[src/rtl/muldiv_pkg.sv]
// Shared constants for the iterative multiply/divide engine: op encoding,
// FSM states and the default operand width.
package muldiv_pkg;

    localparam int DEFAULT_WIDTH = 32;

    localparam logic [1:0] OP_MULT  = 2'd0;
    localparam logic [1:0] OP_MULTU = 2'd1;
    localparam logic [1:0] OP_DIV   = 2'd2;
    localparam logic [1:0] OP_DIVU  = 2'd3;

    typedef enum logic [1:0] {
        IDLE,
        RUN,
        FIX,
        DONE
    } state_t;

endpackage

[src/rtl/muldiv_sign_fix.sv]
// Conditional two's-complement negate, used for operand magnitudes and for
// the sign correction of product, quotient and remainder.
module muldiv_sign_fix #(
    parameter int WIDTH = 32
) (
    input  logic [WIDTH-1:0] value,
    input  logic             negate,
    output logic [WIDTH-1:0] result
);

    assign result = negate ? (~value + WIDTH'(1)) : value;

endmodule

[src/rtl/muldiv_unit.sv]
// Iterative multiply/divide engine feeding HILO, with stall request and cancel.
// Optional MULDIV_FAST_MUL_EN: single-cycle combinational multiply path.
module muldiv_unit
    import muldiv_pkg::*;
#(
    parameter int WIDTH = DEFAULT_WIDTH
) (
    input  logic             clk,
    input  logic             rst,
    input  logic             start,
    input  logic [1:0]       op,
    input  logic [WIDTH-1:0] a,
    input  logic [WIDTH-1:0] b,
    input  logic             cancel,
    output logic             busy,
    output logic             stall,
    output logic             done,
    output logic [WIDTH-1:0] hi,
    output logic [WIDTH-1:0] lo
);

    localparam int CW = $clog2(WIDTH);

    state_t             state, state_next;
    logic [CW-1:0]      count;
    logic [WIDTH-1:0]   operand_b;
    logic [WIDTH-1:0]   quotient;
    logic [WIDTH:0]     remainder;
    logic [2*WIDTH-1:0] product;
    logic               is_div;
    logic               neg_result;
    logic               neg_rem;

    logic               op_signed, sign_a, sign_b, accept, fast_mul;
    logic [WIDTH-1:0]   abs_a, abs_b;
    logic [WIDTH:0]     div_shift, div_diff, mul_sum;
    logic               div_fits;
    logic [2*WIDTH-1:0] prod_src, prod_fixed;
    logic               prod_neg;
    logic [WIDTH-1:0]   quot_fixed, rem_fixed;

    assign op_signed = (op == OP_MULT) || (op == OP_DIV);
    assign sign_a    = op_signed & a[WIDTH-1];
    assign sign_b    = op_signed & b[WIDTH-1];
    assign accept    = (state == IDLE) & start & ~cancel;

    muldiv_sign_fix #(.WIDTH(WIDTH)) u_abs_a (.value(a), .negate(sign_a), .result(abs_a));
    muldiv_sign_fix #(.WIDTH(WIDTH)) u_abs_b (.value(b), .negate(sign_b), .result(abs_b));

    // Restoring division step; a set top bit means the shifted value already exceeds the divisor.
    assign div_shift = {remainder[WIDTH-1:0], quotient[WIDTH-1]};
    assign div_diff  = div_shift - {1'b0, operand_b};
    assign div_fits  = remainder[WIDTH] | (div_shift >= {1'b0, operand_b});

    assign mul_sum = {1'b0, product[2*WIDTH-1:WIDTH]}
                   + (product[0] ? {1'b0, operand_b} : '0);

`ifdef MULDIV_FAST_MUL_EN
    assign fast_mul = accept & ~op[1];
    assign prod_src = fast_mul ? ({{WIDTH{1'b0}}, abs_a} * {{WIDTH{1'b0}}, abs_b}) : product;
    assign prod_neg = fast_mul ? (sign_a ^ sign_b) : neg_result;
`else
    assign fast_mul = 1'b0;
    assign prod_src = product;
    assign prod_neg = neg_result;
`endif

    muldiv_sign_fix #(.WIDTH(2*WIDTH)) u_prod_fix (.value(prod_src), .negate(prod_neg), .result(prod_fixed));
    muldiv_sign_fix #(.WIDTH(WIDTH)) u_quot_fix (.value(quotient), .negate(neg_result), .result(quot_fixed));
    muldiv_sign_fix #(.WIDTH(WIDTH)) u_rem_fix (.value(remainder[WIDTH-1:0]), .negate(neg_rem), .result(rem_fixed));

    always_ff @(posedge clk or negedge rst) begin
        if (!rst) begin
            state <= IDLE;
        end else begin
            state <= state_next;
        end
    end

    always_comb begin
        state_next = state;
        case (state)
            IDLE:    if (accept) state_next = fast_mul ? DONE : RUN;
            RUN:     if (cancel) state_next = IDLE;
                     else if (count == '0) state_next = FIX;
            FIX:     state_next = cancel ? IDLE : DONE;
            DONE:    state_next = IDLE;
            default: state_next = IDLE;
        endcase
    end

    assign busy  = (state != IDLE);
    assign stall = accept | (state == RUN) | (state == FIX);
    assign done  = (state == DONE) & ~cancel;

    // Quotient is not negated for a zero divisor so that lo stays all-ones.
    always_ff @(posedge clk or negedge rst) begin
        if (!rst) begin
            count      <= '0;
            operand_b  <= '0;
            quotient   <= '0;
            remainder  <= '0;
            product    <= '0;
            is_div     <= 1'b0;
            neg_result <= 1'b0;
            neg_rem    <= 1'b0;
            hi         <= '0;
            lo         <= '0;
        end else begin
            case (state)
                IDLE: if (accept) begin
                    operand_b  <= abs_b;
                    quotient   <= abs_a;
                    remainder  <= '0;
                    product    <= {{WIDTH{1'b0}}, abs_a};
                    is_div     <= op[1];
                    neg_result <= (sign_a ^ sign_b) & (|b);
                    neg_rem    <= sign_a;
                    count      <= CW'(WIDTH - 1);
                    if (fast_mul) {hi, lo} <= prod_fixed;
                end
                RUN: if (!cancel) begin
                    if (count != '0) count <= count - 1'b1;
                    if (is_div) begin
                        remainder <= div_fits ? div_diff : div_shift;
                        quotient  <= {quotient[WIDTH-2:0], div_fits};
                    end else begin
                        product <= {mul_sum, product[WIDTH-1:1]};
                    end
                end
                FIX: if (!cancel) begin
                    {hi, lo} <= is_div ? {rem_fixed, quot_fixed} : prod_fixed;
                end
                default: ;
            endcase
        end
    end

endmodule

[config.mk]
export PLATFORM = sky130hd
export DESIGN_NAME = muldiv_unit
export DESIGN_NICKNAME = d
export VERILOG_FILES = /design/src/rtl/muldiv_pkg.sv /design/src/rtl/muldiv_sign_fix.sv /design/src/rtl/muldiv_unit.sv
export SDC_FILE = /design/constraint.sdc
export NUM_CORES = 1
export LEC_CHECK = 0
export BUFFER_PORTS_ARGS = -buffer_cell sky130_fd_sc_hd__buf_4
export CAP_MARGIN = 20
export CORE_UTILIZATION = 50
export DETAILED_ROUTE_END_ITERATION = 8
export GPL_TIMING_DRIVEN = 1
export PLACE_DENSITY_LB_ADDON = 0.3
export SLEW_MARGIN = 0
export SYNTH_ARGS = -nofsm -noshare
export SYNTH_HDL_FRONTEND = slang
export SYNTH_SLANG_ARGS = --single-unit
[constraint.sdc]
create_clock -name clk -period 3.6 [get_ports clk]
set_input_delay 0.72 -clock clk [delete_from_list [all_inputs] [get_ports clk]]
set_output_delay 0.72 -clock clk [all_outputs]
set_load 0.005 [all_outputs]
* After elaboration in Yosys (flattened, before gate mapping) *
Cells that the tools add are included.

storage, ports and cells
  bits in registers = 235
  bits of input ports = 70
  output and inout bits = 67
  word-level logic and storage cells = 89

cells by class
  $add $sub $neg = 8
  order comparisons = 1
  equality and inequality tests = 10
  multiplexer cells = 29
  bitwise logic cells = 16
  reduce and logical (&&, ||, !) cells = 14

operator list
  cell                                            number
  2-to-1 mux 64 bit                               5
  2-to-1 mux 32 bit                               8
  2-to-1 mux 33 bit                               4
  adder 32 x 1 -> 32 bit (second input constant)  4
  NOT 32 bit                                      4
  case mux 64 bit (2 select lines)                1
  case mux 33 bit (2 select lines)                1
  adder 64 x 1 -> 64 bit (second input constant)  1
  NOT 64 bit                                      1
  case mux 32 bit (2 select lines)                1
  adder 32 x 32 -> 33 bit                         1
  greater-or-equal comparator 33 x 32 -> 1 bit    1
  subtractor 33 x 32 -> 33 bit                    1
  OR reduction 32 bit                             1
  2-to-1 mux 5 bit                                3
  AND reduction 4 bit                             3
  case mux 5 bit (2 select lines)                 1
  2-to-1 mux 2 bit                                4
  != test 2 bit (second input constant)           4
  case mux 2 bit (4 select lines)                 1
  bitwise AND 1 bit                               6
  equality test 2 bit (second input constant)     3
  AND reduction 2 bit                             3
  logical NOT 5 bit                               1
  11 further kinds                                15

* Depth between registers and ports, before layout *
  depth after elaboration = 6
  mapped depth = 14
  mapped depth without buffers = 13

* By module *
From an unflattened synthesis, not the netlist that was laid out.

unflattened totals
  cell total of the unflattened synthesis = 2157
  area total of the unflattened synthesis = 18505.2 µm²

by module, submodules not included
  module                         times used  cells an instance  area an instance (µm²)  sequential area each (µm²)
  muldiv_unit                    1           1555               13748.2                 5880.6
  muldiv_sign_fix (u_abs_a ...)  4           99                 777.0                   0.0
  muldiv_sign_fix (u_prod_fix)   1           206                1649.1                  0.0

* Worst setup path after synthesis *
No wires, ideal clock.

  path type = reg-to-reg
  from = register product[0] (netlist: prod_src[0])
  to = register product[57] (netlist: prod_src[57])
  arrival time = 2983 ps
  data required time = 3479 ps
  slack = 496 ps
  stages on the path, launching flop included = 15
  buffers on the path = 2
  cell sequence = dfrtp_1 inv_1 clkbuf_1 nor2_1 ha_1 clkbuf_1 a21oi_1 o221ai_1 a21o_1 a21oi_1 o21ai_0 o41ai_1 o21ai_0 xor2_1 a22o_1

between the ends
  cells in the longest elaborated chain, start to end = 5

ends and longest elaborated chain
  item                              RTL line            RTL
  start, declared                   muldiv_unit.sv:29   logic [2*WIDTH-1:0] product;
  start signal, assigned            muldiv_unit.sv:115  product <= {{WIDTH{1'b0}}, abs_a};
  start signal, assigned            muldiv_unit.sv:128  product <= {mul_sum, product[WIDTH-1:1]};
  2-to-1 mux 32 bit                 muldiv_unit.sv:56   + (product[0] ? {1'b0, operand_b} : '0);
  adder 32 x 32 -> 33 bit           muldiv_unit.sv:56
  2-to-1 mux 64 bit                 muldiv_unit.sv:124  if (is_div) begin
  2-to-1 mux 64 bit                 muldiv_unit.sv:122  RUN: if (!cancel) begin
  case mux 64 bit (2 select lines)  muldiv_unit.sv:110  case (state)

Every way passes these cells. The select of a mux whose other input is x is not followed.
A chain may end at the register's enable or synchronous reset.

* Final worst setup path *
  from = register remainder[13]
  to = register hi[25]

between the ends
  cells in the longest elaborated chain, start to end = 4

ends and longest elaborated chain
  item                    RTL line               RTL
  start, declared         muldiv_unit.sv:28      logic [WIDTH:0] remainder;
  start signal, assigned  muldiv_unit.sv:125     remainder <= div_fits ? div_diff : div_shift;
  NOT 32 bit              muldiv_sign_fix.sv:11  assign result = negate ? (~value + WIDTH'(1)) : value;
  adder 32 x 1 -> 32 bit  muldiv_sign_fix.sv:11
  2-to-1 mux 32 bit       muldiv_sign_fix.sv:11
  2-to-1 mux 64 bit       muldiv_unit.sv:132     {hi, lo} <= is_div ? {rem_fixed, quot_fixed} : prod_fixed;
  end signal, assigned    muldiv_unit.sv:120     if (fast_mul) {hi, lo} <= prod_fixed;
  end signal, assigned    muldiv_unit.sv:132
  end, declared           muldiv_unit.sv:18      output logic [WIDTH-1:0] hi,

Every way passes these cells.

==> out/qor.txt <==
DR vias/cell -> 6.08
P&R area growth vs syn -> 14.5%
Mapped Cells -> 2,195
Die area -> 35,800 um2
Max-Cap Viols -> 0
CTS buffer count -> 28
Starting Density -> 50.7%
Fin. max-slew vios -> 0
WP data required -> 4030 ps
Count leader, synth -> nand2_1
Pre-Repair DR Iteration Count -> 5
Area after DPL -> 19,200 um2
YS warnings -> 0
Post-synth top area share -> 33.5%
Net count, final -> 2,427
Critical path cell sequence -> or4_4, or4_4, or3_4, or3_1, o41ai_2, xor2_1, nand2_1, o2111ai_1, nand2_1
DR iter-0 viols -> 1,722
Reg2reg start -> remainder[13]$_DFFE_PN0P_
Initial antenna violation count -> 0
Clock latency on the worst-skew pair -> 560 ps
CP Launch Point -> remainder[13]$_DFFE_PN0P_
Design area -> 20,100 um2
Tot Pwr -> 14.6 mW
Hold-fix buffers, CTS -> 0
Int Pwr -> 8.08 mW
Setup_tns -> 0 ps
RSZ-0062 raised after global routing -> no
Gpl congestion -> 0.988
Outcome -> complete, no violations
Synth Cell Area -> 17,500 um2
Sequential element share of the synthesized area -> 33.5%
Resize count post-CTS -> 0
Syn avg cell area -> 7.99 um2
Critical path class -> reg -> reg
Setup violators final -> 0
Antenna-violating nets left -> 0
Pwr/cell area -> 729 nW/um2
Fin Hold WS -> 224 ps
Slew headroom -> 26.5%
Ports -> 137
Clock Sinks -> 235
Core footprint -> 34,500 um2
Worst slew pin tran -> 1100 ps
Number of synthesized flops with an enable pin -> 0
Via count -> 16,800
Die H -> 189 um
Largest net degree at the start of global routing -> 103
Async SR Flop Fraction -> 100%
Layout cells sized above 1 -> 12.3%
Residual DRC count -> 0
Slowest stage cell, crit path -> or4_4
GRT Resource Usage Total -> 31.3%
Net switching power -> 6.55 mW
Critical Path Source Type -> register
Cell Rows -> 68
Commonest cells in the netlist -> 307 x nand2_1, 281 x o21ai_0, 235 x dfrtp_1
Critical Path End Type -> register
Yosys cell types -> 70
Clock slew at reported path FFs -> 60 ps
Root Buffer -> clkbuf_16
CTS tree -> done
CP max stage delay -> 580 ps
Worst Skew -> 8.23 ps
Critical path arrival -> 3800 ps
CP Max Fanout -> 6
Post-synth top area cell -> dfrtp_1
#FFs+latches synth -> 235
Ys flop type -> dfrtp_1
Peak Freq -> 0.297 GHz
Routed WL -> 56,400 um
Synth area leaders -> dfrtp_1 34%, o21ai_0 8.0%, nand2_1 6.6%
Syn_nets -> 2,338
Hold WC Path Type -> in -> async
Clock Tree Buf Depth -> 3
Die Wd -> 189 um
Min cycle time layout -> 3360 ps
Sequential Power Share -> 32.3%
First-pass GRT wire length -> 87,800 um
Total grt overflow -> 0
Final hold violation count -> 0
Switching share of power -> 44.8%
Detailed Place HPWL -> 43,200 um
N_diodes -> 0
Comb power frac -> 48.6%
Setup Fix Bufs, Post-CTS -> 0
H-tree depth -> 1
Leak -> 9.31 nW
WL/cell -> 20.5 um
Crit share post-route -> 93.4%
Clock share of power -> 19.1%
Worst vdd ir -> 0.431 mV
Vias in the first global route -> 15,200
Number of port buffers -> 136
## sequential cells by signal, indices dropped and copies added, names as in the netlist
signal	cells
prod_src	64
remainder	33
hi	32
lo	32
operand_b	32
quotient	32
count	5
state	2
is_div	1
neg_rem	1
neg_result	1
## power groups by stage
stage,logic [mW],registers (mW),clock network [mW]
2_1_floorplan,4.83,4.25,0
3_3_place_gp,6.90,4.66,0
3_5_place_dp,6.97,4.71,0
4_1_cts,7.01,4.66,2.82
5_1_grt,7.87,4.83,2.94
6_report,7.11,4.73,2.80
## per-stage QoR
| step | std cells | worst slack, ps | util [%] |
|---|---|---|---|
| floorplan | 2195 | 496 | - |
| global placement | 2709 | 247 | 55.5 |
| detailed placement | 2709 | 209 | 55.5 |
| CTS | 2756 | 186 | 58.0 |
| global route | 2756 | 53.1 | 58.1 |
| finish | 2756 | 236 | 58.1 |
## path summary, 6_finish.rpt
| check | endpoint | slack [ps] | depth (start not counted) |
|---|---|---|---|
| min in group clk | is_div$_DFFE_PN0P_ | 360 | 3 |
| worst min register to register | operand_b[23]$_DFFE_PN0P_ | 480 | 2 |
| worst max register to register | hi[25]$_DFFE_PN0P_ | 240 | 9 |
| worst min-delay path | remainder[8]$_DFFE_PN0P_ | 220 | 1 |
| worst max-delay path | hi[25]$_DFFE_PN0P_ | 240 | 9 |
| max in group asynchronous | quotient[4]$_DFFE_PN0P_ | 2530 | 2 |
## placed cells by master (no fill, tap or decap), drive strengths merged, types with 11 or more instances in the layout
cell / instances
or3: 28
dfrtp: 235
buf: 194
a31oi: 16
nor3: 33
xnor2: 123
or4: 23
nand2b: 18
a211oi: 12
nand4: 18
a32oi: 11
o21ai: 286
o31ai: 46
a22o: 28
and3: 14
or2: 17
nor2: 153
a21o: 49
nand2: 307
clkbuf: 40
o41ai: 25
a21oi: 175
mux2i: 29
inv: 69
nand3: 42
a22oi: 11
xor2: 96
nor4: 26
ha: 71
## cell type report
class                      count  area, um2
fill                        3232      14500
multi-input combinational   1756      10900
clock inverter                 7       62.6
sequential                   235       5890
inverter                      69        259
timing repair buffer         194       1530
clock buffer                  40        827
tap                          455        569
## metal layers
| layer | GRT usage (%) | vias to the layer above | wire (um) | share of wire, % |
|---|---|---|---|---|
| li1 | - | 8010 | - | - |
| met1 | 49.2 | 7984 | 26800 | 48 |
| met2 | 44.4 | 706 | 23100 | 41 |
| met3 | 5.67 | 63 | 5570 | 9.9 |
| met4 | 5.99 | 0 | 933 | 1.7 |
| met5 | 0 | - | 0 | 0 |
## worst max-delay path, delay by kind of cell (launching register included)
kind            cells  cell delay, ps
compound gates      2             540
xor+xnor            1             240
flops               1             460
simple gates        6            1990
## cells by family (layout without fill, tap and decap cells)
group,Yosys count,in the layout,synth area share (%)
DFF,235,235,33.5
and+or+nand+nor,715,715,19.0
xor gates and xnor gates,219,219,10.9
muxes,33,33,1.98
AOI/OAI and AO/OA,716,716,24.8
buffers and inverters,204,310,4.40
adders and majority gates,73,73,5.30
Note: power is estimated with default switching activity, not from simulation.
